==> src/rtl/light_decode_pkg.sv <==
// Shared definitions for the light decoder: accepted modes, decoder FSM states
// and the status codes produced by the controller's light encoder.
package light_decode_pkg;

    typedef enum logic [2:0] {
        MODE_LOCK    = 3'd0,
        MODE_IDLE0   = 3'd1,
        MODE_IDLE1   = 3'd2,
        MODE_SETTING = 3'd3,
        MODE_WORK0   = 3'd4,
        MODE_WORK1   = 3'd5,
        MODE_FAULT   = 3'd7
    } mode_t;

    typedef enum logic [1:0] {
        ST_ACQUIRE = 2'd0,
        ST_LOCKED  = 2'd1,
        ST_FAULT   = 2'd2
    } state_t;

    localparam logic [3:0] LIGHT_LOCK    = 4'b0000;
    localparam logic [3:0] LIGHT_IDLE0   = 4'b0001;
    localparam logic [3:0] LIGHT_IDLE1   = 4'b0010;
    localparam logic [3:0] LIGHT_SETTING = 4'b0011;
    localparam logic [3:0] LIGHT_WORK0   = 4'b0100;
    localparam logic [3:0] LIGHT_WORK1   = 4'b0101;

    function automatic logic light_legal(input logic [3:0] code);
        case (code)
            LIGHT_LOCK, LIGHT_IDLE0, LIGHT_IDLE1,
            LIGHT_SETTING, LIGHT_WORK0, LIGHT_WORK1: light_legal = 1'b1;
            default:                                 light_legal = 1'b0;
        endcase
    endfunction

    function automatic mode_t light_to_mode(input logic [3:0] code);
        case (code)
            LIGHT_LOCK:    light_to_mode = MODE_LOCK;
            LIGHT_IDLE0:   light_to_mode = MODE_IDLE0;
            LIGHT_IDLE1:   light_to_mode = MODE_IDLE1;
            LIGHT_SETTING: light_to_mode = MODE_SETTING;
            LIGHT_WORK0:   light_to_mode = MODE_WORK0;
            LIGHT_WORK1:   light_to_mode = MODE_WORK1;
            default:       light_to_mode = MODE_FAULT;
        endcase
    endfunction

endpackage

==> src/rtl/light_decode_blink_gen.sv <==
// Free-running blink source: toggles every BLINK_HALF cycles, restarts low on clr.
module blink_gen #(
    parameter int BLINK_HALF = 8
) (
    input  logic CLK,
    input  logic RST_N,
    input  logic clr,
    output logic blink
);

    localparam logic [7:0] LAST = 8'(BLINK_HALF - 1);

    logic [7:0] cnt;

    always_ff @(posedge CLK) begin
        if (!RST_N || clr) begin
            cnt   <= 8'd0;
            blink <= 1'b0;
        end else if (cnt == LAST) begin
            cnt   <= 8'd0;
            blink <= ~blink;
        end else begin
            cnt   <= cnt + 8'd1;
        end
    end

endmodule

==> src/rtl/light_decode.sv <==
// Debounces the 4-bit status light code, tracks the accepted mode and drives
// the work/set/fault indicator LEDs. fsm_state exposes the decoder FSM.
module light_decode
    import light_decode_pkg::*;
#(
    parameter int STABLE_CYCLES = 4,
    parameter int BLINK_HALF    = 8
) (
    input  logic       CLK,
    input  logic       RST_N,
    input  logic [3:0] light,
    output logic [2:0] mode,
    output logic       mode_valid,
    output logic       mode_change,
    output logic       led_work,
    output logic       led_set,
    output logic       led_err,
    output state_t     fsm_state
);

    localparam logic [3:0] STABLE = 4'(STABLE_CYCLES);

    logic [3:0] cand;
    logic [3:0] cnt;
    state_t     state;
    state_t     state_nx;
    mode_t      mode_q;
    mode_t      mode_nx;
    mode_t      cand_mode;
    logic       change_nx;
    logic       stable;
    logic       legal;
    logic       blink;

    // Stability tracker: counts consecutive identical samples of light.
    always_ff @(posedge CLK) begin
        if (!RST_N) begin
            cand <= 4'd0;
            cnt  <= 4'd0;
        end else begin
            cand <= light;
            if (light == cand) begin
                if (cnt != STABLE) cnt <= cnt + 4'd1;
            end else begin
                cnt <= 4'd1;
            end
        end
    end

    assign stable    = (cnt == STABLE);
    assign legal     = light_legal(cand);
    assign cand_mode = light_to_mode(cand);

    always_comb begin
        state_nx  = state;
        mode_nx   = mode_q;
        change_nx = 1'b0;
        case (state)
            ST_ACQUIRE: begin
                if (stable) begin
                    change_nx = 1'b1;
                    if (legal) begin
                        state_nx = ST_LOCKED;
                        mode_nx  = cand_mode;
                    end else begin
                        state_nx = ST_FAULT;
                        mode_nx  = MODE_FAULT;
                    end
                end
            end
            ST_LOCKED: begin
                // Unstable codes are ignored here; only a settled code moves us.
                if (stable) begin
                    if (!legal) begin
                        state_nx  = ST_FAULT;
                        mode_nx   = MODE_FAULT;
                        change_nx = 1'b1;
                    end else if (cand_mode != mode_q) begin
                        mode_nx   = cand_mode;
                        change_nx = 1'b1;
                    end
                end
            end
            ST_FAULT: begin
                if (stable && legal) begin
                    state_nx  = ST_LOCKED;
                    mode_nx   = cand_mode;
                    change_nx = 1'b1;
                end
            end
            default: begin
                state_nx = ST_ACQUIRE;
                mode_nx  = MODE_LOCK;
            end
        endcase
    end

    blink_gen #(
        .BLINK_HALF(BLINK_HALF)
    ) u_blink (
        .CLK  (CLK),
        .RST_N(RST_N),
        .clr  (change_nx),
        .blink(blink)
    );

    // LEDs follow the next mode; blink is forced low on the edge it is cleared.
    always_ff @(posedge CLK) begin
        if (!RST_N) begin
            state       <= ST_ACQUIRE;
            mode_q      <= MODE_LOCK;
            mode_valid  <= 1'b0;
            mode_change <= 1'b0;
            led_work    <= 1'b0;
            led_set     <= 1'b0;
            led_err     <= 1'b0;
        end else begin
            state       <= state_nx;
            mode_q      <= mode_nx;
            mode_valid  <= (state_nx == ST_LOCKED);
            mode_change <= change_nx;
            led_work    <= (mode_nx == MODE_WORK0) || (mode_nx == MODE_WORK1);
            led_set     <= (mode_nx == MODE_SETTING) ? (blink && !change_nx)
                         : ((mode_nx == MODE_IDLE1) || (mode_nx == MODE_WORK1));
            led_err     <= (mode_nx == MODE_FAULT) && blink && !change_nx;
        end
    end

    assign mode      = mode_q;
    assign fsm_state = state;

endmodule

==> config.mk <==
export PLATFORM = sky130hd
export DESIGN_NAME = light_decode
export DESIGN_NICKNAME = d
export VERILOG_FILES = /design/src/rtl/light_decode_pkg.sv /design/src/rtl/light_decode_blink_gen.sv /design/src/rtl/light_decode.sv
export SDC_FILE = /design/constraint.sdc
export NUM_CORES = 1
export LEC_CHECK = 0
export CAP_MARGIN = 5
export CORE_ASPECT_RATIO = 1.75
export CORE_MARGIN = 5
export CORE_UTILIZATION = 40
export DETAILED_ROUTE_END_ITERATION = 12
export SYNTH_ARGS = -nofsm -noshare
export SYNTH_HDL_FRONTEND = slang
export SYNTH_SLANG_ARGS = --single-unit
export TNS_END_PERCENT = 5
==> constraint.sdc <==
create_clock -name CLK -period 1.9 [get_ports CLK]
set_input_delay 0.38 -clock CLK [delete_from_list [all_inputs] [get_ports CLK]]
set_output_delay 0.38 -clock CLK [all_outputs]
set_load 0.01 [all_outputs]
# Yosys cells after proc, flatten, opt, wreduce, memory -nomap -nowiden
# Cells that the tools add are included.
totals:
  register_bits: 27
  input_bits: 6
  out_inout_bits: 10
  wordCells: 72
classes:
  n_addsub: 2
  n_eq_ne: 19
  muxes: 24
  bitwise_logic: 1
  reduce_logical: 14
op_table:
  columns: ["cell", "count"]
  rows:
  - ["2-to-1 mux 3 bit", 6]
  - ["one-hot mux 3 bit (6 select lines)", 1]
  - ["equality test 4 x 3 -> 1 bit (second input constant)", 3]
  - ["2-to-1 mux 2 bit", 5]
  - ["equality test 3 bit (second input constant)", 3]
  - ["2-to-1 mux 1 bit", 9]
  - ["one-hot mux 3 bit (3 select lines)", 1]
  - ["adder 8 x 1 -> 8 bit (second input constant)", 1]
  - ["equality test 4 x 2 -> 1 bit (second input constant)", 2]
  - ["equality test 8 x 3 -> 1 bit (second input constant)", 1]
  - ["equality test 3 x 2 -> 1 bit (second input constant)", 2]
  - ["one-hot mux 2 bit (3 select lines)", 1]
  - ["OR reduction 6 bit", 1]
  - ["adder 4 x 1 -> 4 bit (second input constant)", 1]
  - ["equality test 2 x 1 -> 1 bit (second input constant)", 2]
  - ["equality test 4 x 1 -> 1 bit (second input constant)", 1]
  - ["equality test 4 bit", 1]
  - ["logical AND 1 bit", 4]
  - ["zero test 4 bit", 1]
  - ["!= test 4 x 3 -> 1 bit (second input constant)", 1]
  - ["logical OR 1 bit", 3]
  - ["!= test 3 bit", 1]
  - ["one-hot mux 1 bit (3 select lines)", 1]
  - ["equality test 2 bit (second input constant)", 1]
  - ["6 further kinds", 7]

# Logic depth before layout (Yosys ltp)
# Gate-level depths: netlist (run 1).
depth:
  ltp_word: 10
  ltp_mapped: 8
  mapped_depth_nobuf: 7

# Modules after synthesis
# A second synthesis (run 1) with hierarchy kept.
hier_totals:
  hier_cells: 133
  hier_area_um2: 1258.7
modules_own_cells:
  columns: ["mod", "instances", "cells_each", "area_each_um2", "seq_area_each_um2"]
  rows:
  - ["light_decode", 1, 91, 882.1, 360.3]
  - ["blink_gen", 1, 42, 376.6, 180.2]

# Worst setup path before layout (run 1)
# OpenSTA, ideal clock, no wires.
synth_path:
  kind: "flip-flop to flip-flop"
  start: "reg cnt[0]"
  end: "reg led_set"
  setup_ps: 73
  t_arrival_ps: 1607
  t_required_ps: 1827
  slack_ps: 220
  path_stages_with_launch: 9
  path_buffers: 1
  synth_period_minus_slack_ps: 1680
  path_cell_list: "dfxtp_1 > inv_1 > ha_1 > and3b_1 > buf_6 > o22a_1 > a211oi_2 > o311ai_1 > o211ai_2"
synth_via:
  elab_chain_cells: 7
  elab_cells_between_ends: 17
  cone_classes: "4 x eq/ne; 9 x mux; 4 x reduce/logical"
synth_rtl:
  columns: ["element", "line_no", "text"]
  rows:
  - ["start: declaration", "light_decode.sv:24", "logic [3:0] cnt;"]
  - ["start signal: assignment", "light_decode.sv:43", "if (cnt != STABLE) cnt <= cnt + 4'd1;"]
  - ["equality test 4 x 3 -> 1 bit *", "light_decode.sv:50", "assign stable = (cnt == STABLE);"]
  - ["logical AND 1 bit", "light_decode.sv:85", "if (stable && legal) begin"]
  - ["2-to-1 mux 3 bit or 2-to-1 mux 1 bit (tied branches)", "light_decode.sv:85", null]
  - ["one-hot mux 3 bit (3 select lines) or one-hot mux 1 bit (3 select lines) (tied branches)", "light_decode.sv:58", "case (state)"]
  - ["equality test 3 x 2 -> 1 bit, or another cell as far along", "light_decode.sv:124", ": ((mode_nx == MODE_IDLE1) || (mode_nx == MODE_WORK1));"]
  - ["logical OR 1 bit or logical AND 1 bit (tied branches)", "light_decode.sv:124, light_decode.sv:123", null]
  - ["2-to-1 mux 1 bit *", "light_decode.sv:123", "led_set <= (mode_nx == MODE_SETTING) ? (blink && !change_nx)"]
  - ["end signal: assignment", "light_decode.sv:123", null]
  - ["end: declaration", "light_decode.sv:16", "output logic led_set,"]
# Every way passes the cells marked *; elsewhere a longest branch is shown, timed or not.
# A chain may end at the register's enable or synchronous reset.

# Worst setup path in the final report (run 1)
# Ends and elaborated chain as after synthesis.

==> metrics, run 1 <==
cell area after synthesis=1280 sq um; total of warnings raised by yosys=0; total of flip-flops plus latches after synthesis=27; setup TNS after final layout=0 ns; Multi-input gate area=702 sq um; total gr overflow=0; Longest Clk Path Bufs=2; number of filler cells placed in the layout=321; highest-count cells in the layout ignoring fill and taps=sky130_fd_sc_hd__dfxtp_1, sky130_fd_sc_hd__clkdlybuf4s50_1, sky130_fd_sc_hd__nor2_1, sky130_fd_sc_hd__nor3_1, sky130_fd_sc_hd__nand2_1; CTS sink cnt=27; design area=1550 sq um; iteration-0 DRC count of the detailed router=9; Avg Inst Size Synth=9.63 sq um; kind of start point of the critical path=flip-flop; Slew @ Worst Pin=0.456 ns; Post-DP HPWL=2.05 mm; Leakage=0.570 nW; type of the worst min-delay path=reg2reg; io pins=16; Setup crit end kind=flip-flop; die footprint=4480 sq um; CTS buffer count=3; clock period minus final worst setup slack=1.83 ns; Vias per Instance=5.11; final total power=976 uW; max-slew violations=0; buffer cell driving the clock tree root=sky130_fd_sc_hd__clkbuf_8; Critical Path Fanout Max=6; clock transition at the registers of the reported paths=0.09 ns; Post-CTS Setup Inserts=0; largest net degree at the start of global routing=15; Slew Limit Headroom=0.695; number of global-route vias before repair=1,036; wire length of the first global-routing pass=4.57 mm; initial cell density of the core=0.412; post-detailed-route DRC marker count=0; H-Tree Level Count=1; post-layout net count=164; ant diodes=0; CTS tree=yes; share of the yosys chip area belonging to registers=0.422; start-to-end type of the worst setup path=reg2reg; synthesized net count=142; Area after DPL=1510 sq um; Cell Rows=27; antenna violations before repair=0; post-synthesis async set-or-reset flop share=0; average wire length per cell after detail routing=13.1 microns; Chip Width=52.8 microns; detailed-route wire length=2.58 mm; Syn Inst Count=133; final number of hold-violating endpoints=0; Port Buffer Count=15; PostCTS Resize Cnt=0; result of the run=completed; leading cell type in the layout, fill and taps excluded=sky130_fd_sc_hd__dfxtp_1; crit path DAT=2.03 ns; number of distinct standard cells referenced by the synthesized netlist=42; Post-synth EDFFs=0; Final Setup Violations=0; fraction of final layout cells with drive strength greater than 1=0.143; signed area change from the synthesized netlist to the final layout=21.1%; post-route ant nets=0; floorplan core area=3110 sq um; Hold Buf Count CTS=0; Total Routing Usage GR=0.133; highest achievable clock rate=548 MHz; area taken by flip-flops and latches=541 sq um; count of maximum capacitance violations=0; detailed-route via count=1,006; placer congestion estimate=0.729; setup repair after global routing missed its margin=true; drt first pass iters=4; skew final=0.00352 ns; latest clock arrival within the worst-skew pair=0.27 ns; post-route fraction of the period consumed by the critical path=0.961; Peak VDD IR=0.315 mV; top_reg_cell synth=sky130_fd_sc_hd__dfxtp_1; final standard cell utilization of the core=0.499; required time reported for the critical path endpoint=2.10 ns; total power divided by cell area=629 nW/um^2; chip height=84.9 microns
[state kept, by name, summed over array words and instances (netlist names)]
| signal | count |
|---|---|
| mode | 3 |
| cnt | 4 |
| led_work | 1 |
| cand | 4 |
| mode_valid | 1 |
| led_set | 1 |
| u_blink.cnt | 8 |
| u_blink.blink | 1 |
| led_err | 1 |
| fsm_state | 2 |
| mode_change | 1 |
[routing by layer]
metal,up-vias,global-route usage,part of all wire
li1,514,-,-
met1,464,0.136,0.39
met2,21,0.250,0.56
met3,7,0.0158,0.023
met4,0,0.0674,0.035
met5,-,0,0
[report_power, final]
group	switching, mW	total, mW	internal, mW
clock network	0.168	0.318	0.150
registers	0.0141	0.592	0.578
logic	0.0316	0.0663	0.0347
total	0.214	0.976	0.763
[stage by stage]
| step | instances | hold WS (ns) | setup slack, ns |
|---|---|---|---|
| 4_1_cts | 197 | 0.469 | 0.0568 |
| 3_5_place_dp | 193 | 0.456 | 0.0844 |
| 2_1_floorplan | 133 | 0.432 | 0.220 |
| 3_3_place_gp | 193 | 0.442 | 0.111 |
| 5_1_grt | 197 | 0.502 | -0.0473 |
| 6_report | 197 | 0.457 | 0.0741 |
[path summary, 6_finish.rpt]
kind | startpoint | endpoint | slack [ns] | depth (start not counted)
min reg2reg | u_blink.cnt[0] | u_blink.cnt[0] | 0.46 | 1
max reg2reg | cnt[0] | led_set | 0.07 | 7
min | u_blink.cnt[0] | u_blink.cnt[0] | 0.46 | 1
max | cnt[0] | led_set | 0.07 | 7
[cell usage after synthesis, types with 2 or more instances]
| cell type | n | area share |
|---|---|---|
| sky130_fd_sc_hd__dfxtp_1 | 27 | 0.42 |
| sky130_fd_sc_hd__nor2_1 | 10 | 0.029 |
| sky130_fd_sc_hd__nand2_1 | 9 | 0.026 |
| sky130_fd_sc_hd__nor3_1 | 9 | 0.035 |
| sky130_fd_sc_hd__nand3_1 | 8 | 0.031 |
| sky130_fd_sc_hd__xnor2_1 | 8 | 0.055 |
| sky130_fd_sc_hd__a21oi_1 | 7 | 0.027 |
| sky130_fd_sc_hd__xor2_1 | 7 | 0.048 |
| sky130_fd_sc_hd__and2_1 | 5 | 0.024 |
| sky130_fd_sc_hd__inv_1 | 4 | 0.012 |
| sky130_fd_sc_hd__ha_1 | 3 | 0.029 |
| sky130_fd_sc_hd__a21oi_2 | 2 | 0.014 |
| sky130_fd_sc_hd__and3_1 | 2 | 0.0098 |
| sky130_fd_sc_hd__buf_2 | 2 | 0.0078 |
| sky130_fd_sc_hd__nand2b_1 | 2 | 0.0098 |
| sky130_fd_sc_hd__o31a_1 | 2 | 0.014 |
[worst max-delay path, cell delays in order, from the launching register on]
cell                       delay [ns]
sky130_fd_sc_hd__dfxtp_1         0.38
sky130_fd_sc_hd__inv_1           0.08
sky130_fd_sc_hd__ha_1            0.21
sky130_fd_sc_hd__and3b_2         0.26
sky130_fd_sc_hd__o22a_1          0.25
sky130_fd_sc_hd__a211oi_2        0.27
sky130_fd_sc_hd__o311ai_1        0.16
sky130_fd_sc_hd__o211ai_2        0.15
[cells by family after synthesis]
kind of cell / Yosys count / share of synthesized area
multiplexers: 1 / 0.00781
AND/OR/NAND/NOR: 57 / 0.254
flip-flops: 27 / 0.422
adder cells (fa/ha/maj): 3 / 0.0293
buffers and inverters: 8 / 0.0312
AO/OA/AOI/OAI: 22 / 0.153
XOR/XNOR: 15 / 0.103
[layout make-up]
type                            count  area share
Sequential cell                    27       0.348
Tap cell                           43      0.0347
Clock buffer                        4      0.0290
Inverter                            4     0.00968
Multi-Input combinational cell     98       0.452
Timing Repair Buffer               21       0.126
No activity file was read; power rests on OpenSTA's default activity.
==> run 2: changes to the inputs <==
--- a/config.mk
+++ b/config.mk
@@ -10,7 +10,9 @@
 export CORE_MARGIN = 5
 export CORE_UTILIZATION = 40
 export DETAILED_ROUTE_END_ITERATION = 12
+export HOLD_SLACK_MARGIN = 0.06
 export SYNTH_ARGS = -nofsm -noshare
 export SYNTH_HDL_FRONTEND = slang
+export SYNTH_HIERARCHICAL = 1
 export SYNTH_SLANG_ARGS = --single-unit
 export TNS_END_PERCENT = 5
==> run 2 against run 1 <==
Sequential power is essentially flat. Critical endpoint unchanged. Synthesized cell count unchanged. Largest power group unchanged. Cell count decreased by 1.5%. Synthesized area fell by 1.8%. Combinational power increased by 12%. Largest cell class unchanged.
==> metrics, run 2 <==
share of the yosys chip area belonging to registers=0.429; most used standard cell by instance count after synthesis=sky130_fd_sc_hd__dfxtp_1; Post-DP HPWL=2.02 mm; cell-by-cell trace of the critical path=inv_1 > ha_1 > and3b_1 > buf_4 > o221a_2 > and3_1 > o22ai_2; cell count after placement=190; cell area after synthesis=1260 sq um; number of global-route vias before repair=1,024; post-detailed-route DRC marker count=0; top_reg_cell synth=sky130_fd_sc_hd__dfxtp_1; Worst R2R Setup Slack=0.19 ns; largest registers ranked by flip-flop count=u_blink/cnt: 8 flops, cand: 4 flops, cnt: 4 flops; chip height=84.2 microns; Avg Inst Size Synth=9.46 sq um; CTS sink cnt=27; worst reg2reg path depth=7; setup repair after global routing missed its margin=false; average wire length per cell after detail routing=12.9 microns; signed area change from the synthesized netlist to the final layout=19.8%; final number of hold-violating endpoints=0; latest clock arrival within the worst-skew pair=0.26 ns; required time reported for the critical path endpoint=2.10 ns; initial cell density of the core=0.405; Cell Rows=27; Vias per Instance=5.06; flip-flop count of the largest register, all copies and words added=8; max-slew violations=0; number of distinct standard cells referenced by the synthesized netlist=42; buffer cell driving the clock tree root=sky130_fd_sc_hd__clkbuf_8; synthesized net count=142; antenna violations before repair=0; placer congestion estimate=0.804; Post-synth EDFFs=0; Hold Buf Count CTS=0; detailed-route via count=982; final worst hold slack=0.486 ns; skew final=0.00246 ns; total of flip-flops plus latches after synthesis=27; post-layout instance count excluding filler cells=194; highest achievable clock rate=585 MHz; Slew @ Worst Pin=0.317 ns; drt first pass iters=4; largest register by flop count=u_blink/cnt; total power divided by cell area=652 nW/um^2; total of warnings raised by yosys=6; post-synthesis async set-or-reset flop share=0; ant diodes=0; Leakage=0.587 nW; leading cell type in the layout, fill and taps excluded=sky130_fd_sc_hd__dfxtp_1; end point of the most critical hold path=u_blink/cnt[0]; detailed-route wire length=2.50 mm; Longest Clk Path Bufs=2; cell types with the largest area share after synthesis=sky130_fd_sc_hd__dfxtp_1, sky130_fd_sc_hd__xor2_1, sky130_fd_sc_hd__a21oi_1, sky130_fd_sc_hd__and2_1, sky130_fd_sc_hd__nand3b_4; post-route ant nets=0; clock period minus final worst setup slack=1.71 ns; Port Buffer Count=15; highest-count cells in the layout ignoring fill and taps=sky130_fd_sc_hd__dfxtp_1, sky130_fd_sc_hd__clkdlybuf4s50_1, sky130_fd_sc_hd__nand2_1, sky130_fd_sc_hd__a21oi_1, sky130_fd_sc_hd__nor2_1; floorplan core area=3110 sq um; setup TNS after final layout=0 ns; crit path DAT=1.91 ns; Syn Inst Count=133; share of Yosys cell area claimed by the top area cell type=0.429; post-layout net count=161; Peak VDD IR=0.413 mV; largest net degree at the start of global routing=15; biggest cell delay along the critical path=0.35 ns; Total Routing Usage GR=0.128; Chip Width=52.4 microns; clock transition at the registers of the reported paths=0.09 ns; reg2reg end=led_set; cell with the biggest individual delay on the critical path=sky130_fd_sc_hd__dfxtp_1; type of the worst min-delay path=reg2reg; fraction of final layout cells with drive strength greater than 1=0.126; final standard cell utilization of the core=0.485; Worst Hold Depth=1; Final Setup Violations=0; count of maximum capacitance violations=0; CTS buffer count=3; total gr overflow=0; io pins=16; post-synthesis cell type with the largest combined area=sky130_fd_sc_hd__dfxtp_1; CTS tree=yes; Slew Limit Headroom=0.788; kind of start point of the critical path=flip-flop; iteration-0 DRC count of the detailed router=19; die footprint=4410 sq um; result of the run=completed; post-route fraction of the period consumed by the critical path=0.900; wire length of the first global-routing pass=4.32 mm; hold wc startpoint=u_blink/cnt[0]; H-Tree Level Count=1; top cell types by occurrence after synthesis=sky130_fd_sc_hd__dfxtp_1, sky130_fd_sc_hd__a21oi_1, sky130_fd_sc_hd__nand2_1; Critical Path Fanout Max=5; Setup crit end kind=flip-flop; source of the worst register-to-register timing path=cnt[0]; start-to-end type of the worst setup path=reg2reg
-- run 2: cell types whose count changed in the layout (fill, tap and decap cells not counted), sizes merged, moves of 2 or more --
cell / delta
or3: +3
a21oi: +2
buf: -3
nor2: -2
o211ai: -2
xnor2: -4
inv: +3
nand3: -2
nor3: -7
o311ai: -2
o21ai: +5
-- run 2: power breakdown --
part	total, mW	switching [mW]	internal (mW)
registers	0.595	0.0176	0.578
clock network	0.313	0.163	0.150
logic	0.0744	0.0356	0.0388
-- run 2: critical path: cells and delay by family (launching register included) --
family                     cells  cell delay, ns
AOI/OAI and AO/OA              2            0.45
and+or+nand+nor                2            0.36
DFF                            1            0.35
adders and majority gates      1            0.24
buffers and inverters          2            0.22
-- run 2: repair_timing --
action                     4_1_cts  5_1_grt
setup buffers                    0        0
gates resized for setup          0        2
setup endpoints to repair        0        6
-- run 2: cells by family after synthesis --
group                    after synthesis  share of synthesized area
adder cells (fa/ha/maj)                3                     0.0298
flip-flops                            27                      0.429
AO/OA/AOI/OAI                         28                      0.160
buffers and inverters                 11                     0.0477
XOR/XNOR                              11                     0.0765
AND/OR/NAND/NOR                       53                      0.256
-- run 2: metrics by stage --
step           area, sq um  setup WS, ns  power (mW)
2_1_floorplan         1260         0.197       0.656
3_3_place_gp          1450         0.156       0.679
3_5_place_dp          1450        0.0829       0.682
4_1_cts               1500        0.0593       0.996
5_1_grt               1510        0.0243        1.03
6_report              1510         0.190       0.983
-- run 2: how the worst max path moves through the flow --
stage                endpoint  slack (ns)     from
2_1_floorplan  u_blink/cnt[5]        0.20   cnt[0]
3_3_place_gp   u_blink/cnt[5]        0.16  cand[2]
3_5_place_dp   u_blink/cnt[4]        0.08   cnt[0]
4_1_cts        u_blink/cnt[4]        0.06   cnt[0]
5_1_grt        u_blink/cnt[4]        0.02   cnt[0]
6_report              led_set        0.19   cnt[0]
-- run 2: area by class of cell --
type / count / area (sq um)
Fill cell: 317 / 1600
Multi-Input combinational cell: 95 / 669
Sequential cell: 27 / 541
Timing Repair Buffer: 18 / 173
Tap cell: 43 / 53.8
Clock buffer: 4 / 45.0
Inverter: 7 / 26.3
-- run 2: routing by layer --
metal  vias to the layer above  track usage  wire length [microns]  share of wire
met2                        15        0.252                   1500           0.60
met4                         0       0.0488                     23         0.0092
met1                       468        0.120                    917           0.37
met5                         -            0                      0              0
met3                         2       0.0213                     60          0.024
li1                        497            -                      -              -
==> run 3: changes to the inputs <==
--- a/config.mk
+++ b/config.mk
@@ -6,11 +6,14 @@
 export NUM_CORES = 1
 export LEC_CHECK = 0
 export CAP_MARGIN = 5
+export CELL_PAD_IN_SITES_DETAIL_PLACEMENT = 1
+export CELL_PAD_IN_SITES_GLOBAL_PLACEMENT = 1
 export CORE_ASPECT_RATIO = 1.75
 export CORE_MARGIN = 5
 export CORE_UTILIZATION = 40
 export DETAILED_ROUTE_END_ITERATION = 12
 export HOLD_SLACK_MARGIN = 0.06
+export PLACE_DENSITY_LB_ADDON = 0.1
 export SYNTH_ARGS = -nofsm -noshare
 export SYNTH_HDL_FRONTEND = slang
 export SYNTH_HIERARCHICAL = 1
==> run 3 against run 2 <==
Clock skew is 0.0032 ns higher. Core utilization is 1.0 points higher. Via count is 3.6% higher. Register-to-register slack hardly changed. Total power is 1.9% higher. Sequential power hardly changed. Cell area is 2.1% higher. Count of clock-buffer cells in the layout is 1 lower. Die area stayed put. Critical path depth is 1 higher. Largest cell class unchanged.
==> metrics, run 3 (synthesis gave the netlist of run 2 again) <==
Post-CTS Setup Inserts=0; biggest cell delay along the critical path=0.36 ns; floorplan core area=3110 sq um; cell-by-cell trace of the critical path=inv_1 > ha_1 > and3b_1 > o21ai_1 > a31oi_2 > nand2b_1 > o21bai_2 > a21oi_1; count of maximum capacitance violations=0; clock transition at the registers of the reported paths=0.08 ns; antenna violations before repair=0; kind of start point of the critical path=flip-flop; setup repair after global routing missed its margin=false; PostCTS Resize Cnt=0; Leakage=0.613 nW; flip-flop count of the largest register, all copies and words added=8; ant diodes=0; io pins=16; signed area change from the synthesized netlist to the final layout=22.3%; total gr overflow=0; Port Buffer Count=15; detailed-route wire length=2.85 mm; buffer cell driving the clock tree root=sky130_fd_sc_hd__clkbuf_8; final number of hold-violating endpoints=0; post-route ant nets=0; detailed-route via count=1,017; Hold Buf Count CTS=0; setup slack after placement=0.179 ns; Final Setup Violations=0; wire length of the first global-routing pass=5.20 mm; Setup crit end kind=flip-flop; number of global-route vias before repair=1,177; largest registers ranked by flip-flop count=u_blink/cnt: 8 flops, cand: 4 flops, cnt: 4 flops; post-route fraction of the period consumed by the critical path=0.901; smallest setup slack after layout=0.188 ns; setup TNS after final layout=0 ns; leading cell type in the layout, fill and taps excluded=sky130_fd_sc_hd__dfxtp_1; skew final=0.00564 ns; average wire length per cell after detail routing=14.3 microns; post-detailed-route DRC marker count=0; max-slew violations=0; start-to-end type of the worst setup path=reg2reg; largest net degree at the start of global routing=16; H-Tree Level Count=1; total power divided by cell area=651 nW/um^2; placer congestion estimate=0.836; Chip Width=52.4 microns; Area after DPL=1490 sq um; CTS tree=yes; Slew @ Worst Pin=0.345 ns; fraction of final layout cells with drive strength greater than 1=0.154; type of the worst min-delay path=reg2reg; Post-DP HPWL=2.36 mm; Critical Path Fanout Max=6; post-layout instance count excluding filler cells=199; highest-count cells in the layout ignoring fill and taps=sky130_fd_sc_hd__dfxtp_1, sky130_fd_sc_hd__clkdlybuf4s50_1, sky130_fd_sc_hd__nand2_1, sky130_fd_sc_hd__a21oi_1; latest clock arrival within the worst-skew pair=0.27 ns; Cell Rows=27; final standard cell utilization of the core=0.495; initial cell density of the core=0.405; largest register by flop count=u_blink/cnt; CTS buffer count=3; iteration-0 DRC count of the detailed router=15; cell count after placement=195; highest achievable clock rate=584 MHz; Vias per Instance=5.11; crit path DAT=1.92 ns; CTS sink cnt=27; Longest Clk Path Bufs=2; Total Routing Usage GR=0.155; die footprint=4410 sq um; Peak VDD IR=0.487 mV; clock period minus final worst setup slack=1.71 ns; Slew Limit Headroom=0.768; result of the run=completed; post-layout net count=166; number of filler cells placed in the layout=396; cell with the biggest individual delay on the critical path=sky130_fd_sc_hd__dfxtp_1; required time reported for the critical path endpoint=2.11 ns; design area=1540 sq um; drt first pass iters=3; chip height=84.2 microns
-- run 3: cell count changes in the layout (fill, tap and decap cells not counted), sizes merged --
cell	before	now
buf	3	8
clkbuf	4	3
clkinv	0	1
-- run 3: where the power goes --
part / switching, mW / internal (mW)
clock network: 0.175 / 0.147
registers: 0.0146 / 0.578
logic: 0.0414 / 0.0458
total: 0.231 / 0.771
-- run 3: critical path: cells and delay by family (launching register included) --
kind,cells,cell delay (ns)
flops,1,0.36
fa+ha+maj,1,0.22
compound gates,4,0.61
simple gates,2,0.39
buf+inv,1,0.08
-- run 3: path summary, 6_finish.rpt --
kind | from | to | slack (ns) | depth (start not counted)
setup / recovery | cnt[0] | u_blink/cnt[5] | 0.19 | 8
hold / removal | cnt[1] | cnt[1] | 0.50 | 2
setup reg to reg | cnt[0] | u_blink/cnt[5] | 0.19 | 8
hold reg to reg | cnt[1] | cnt[1] | 0.50 | 2
-- run 3: per-layer routing --
metal | share of wire | GRT usage | vias to the layer above | routed length (microns)
met4 | 0.032 | 0.0930 | 0 | 91
met5 | 0 | 0 | - | 0
li1 | - | - | 506 | -
met2 | 0.60 | 0.296 | 11 | 1710
met1 | 0.35 | 0.144 | 494 | 988
met3 | 0.022 | 0.0178 | 6 | 62
-- run 3: layout make-up --
class | count | area, sq um | area share
clock inverters | 1 | 5.00 | 0.00325
inverters | 7 | 26.3 | 0.0171
flip-flops and latches | 27 | 541 | 0.351
multi-input cells | 95 | 662 | 0.430
clock buffers | 3 | 41.3 | 0.0268
repair buffers | 23 | 210 | 0.137
well taps | 43 | 53.8 | 0.0350
-- run 3: through the flow --
step / hold WS [ns] / power [mW]
finish: 0.503 / 1.00
global route: 0.545 / 1.05
global placement: 0.474 / 0.689
CTS: 0.513 / 1.02
floorplan: 0.441 / 0.656
detailed placement: 0.500 / 0.693
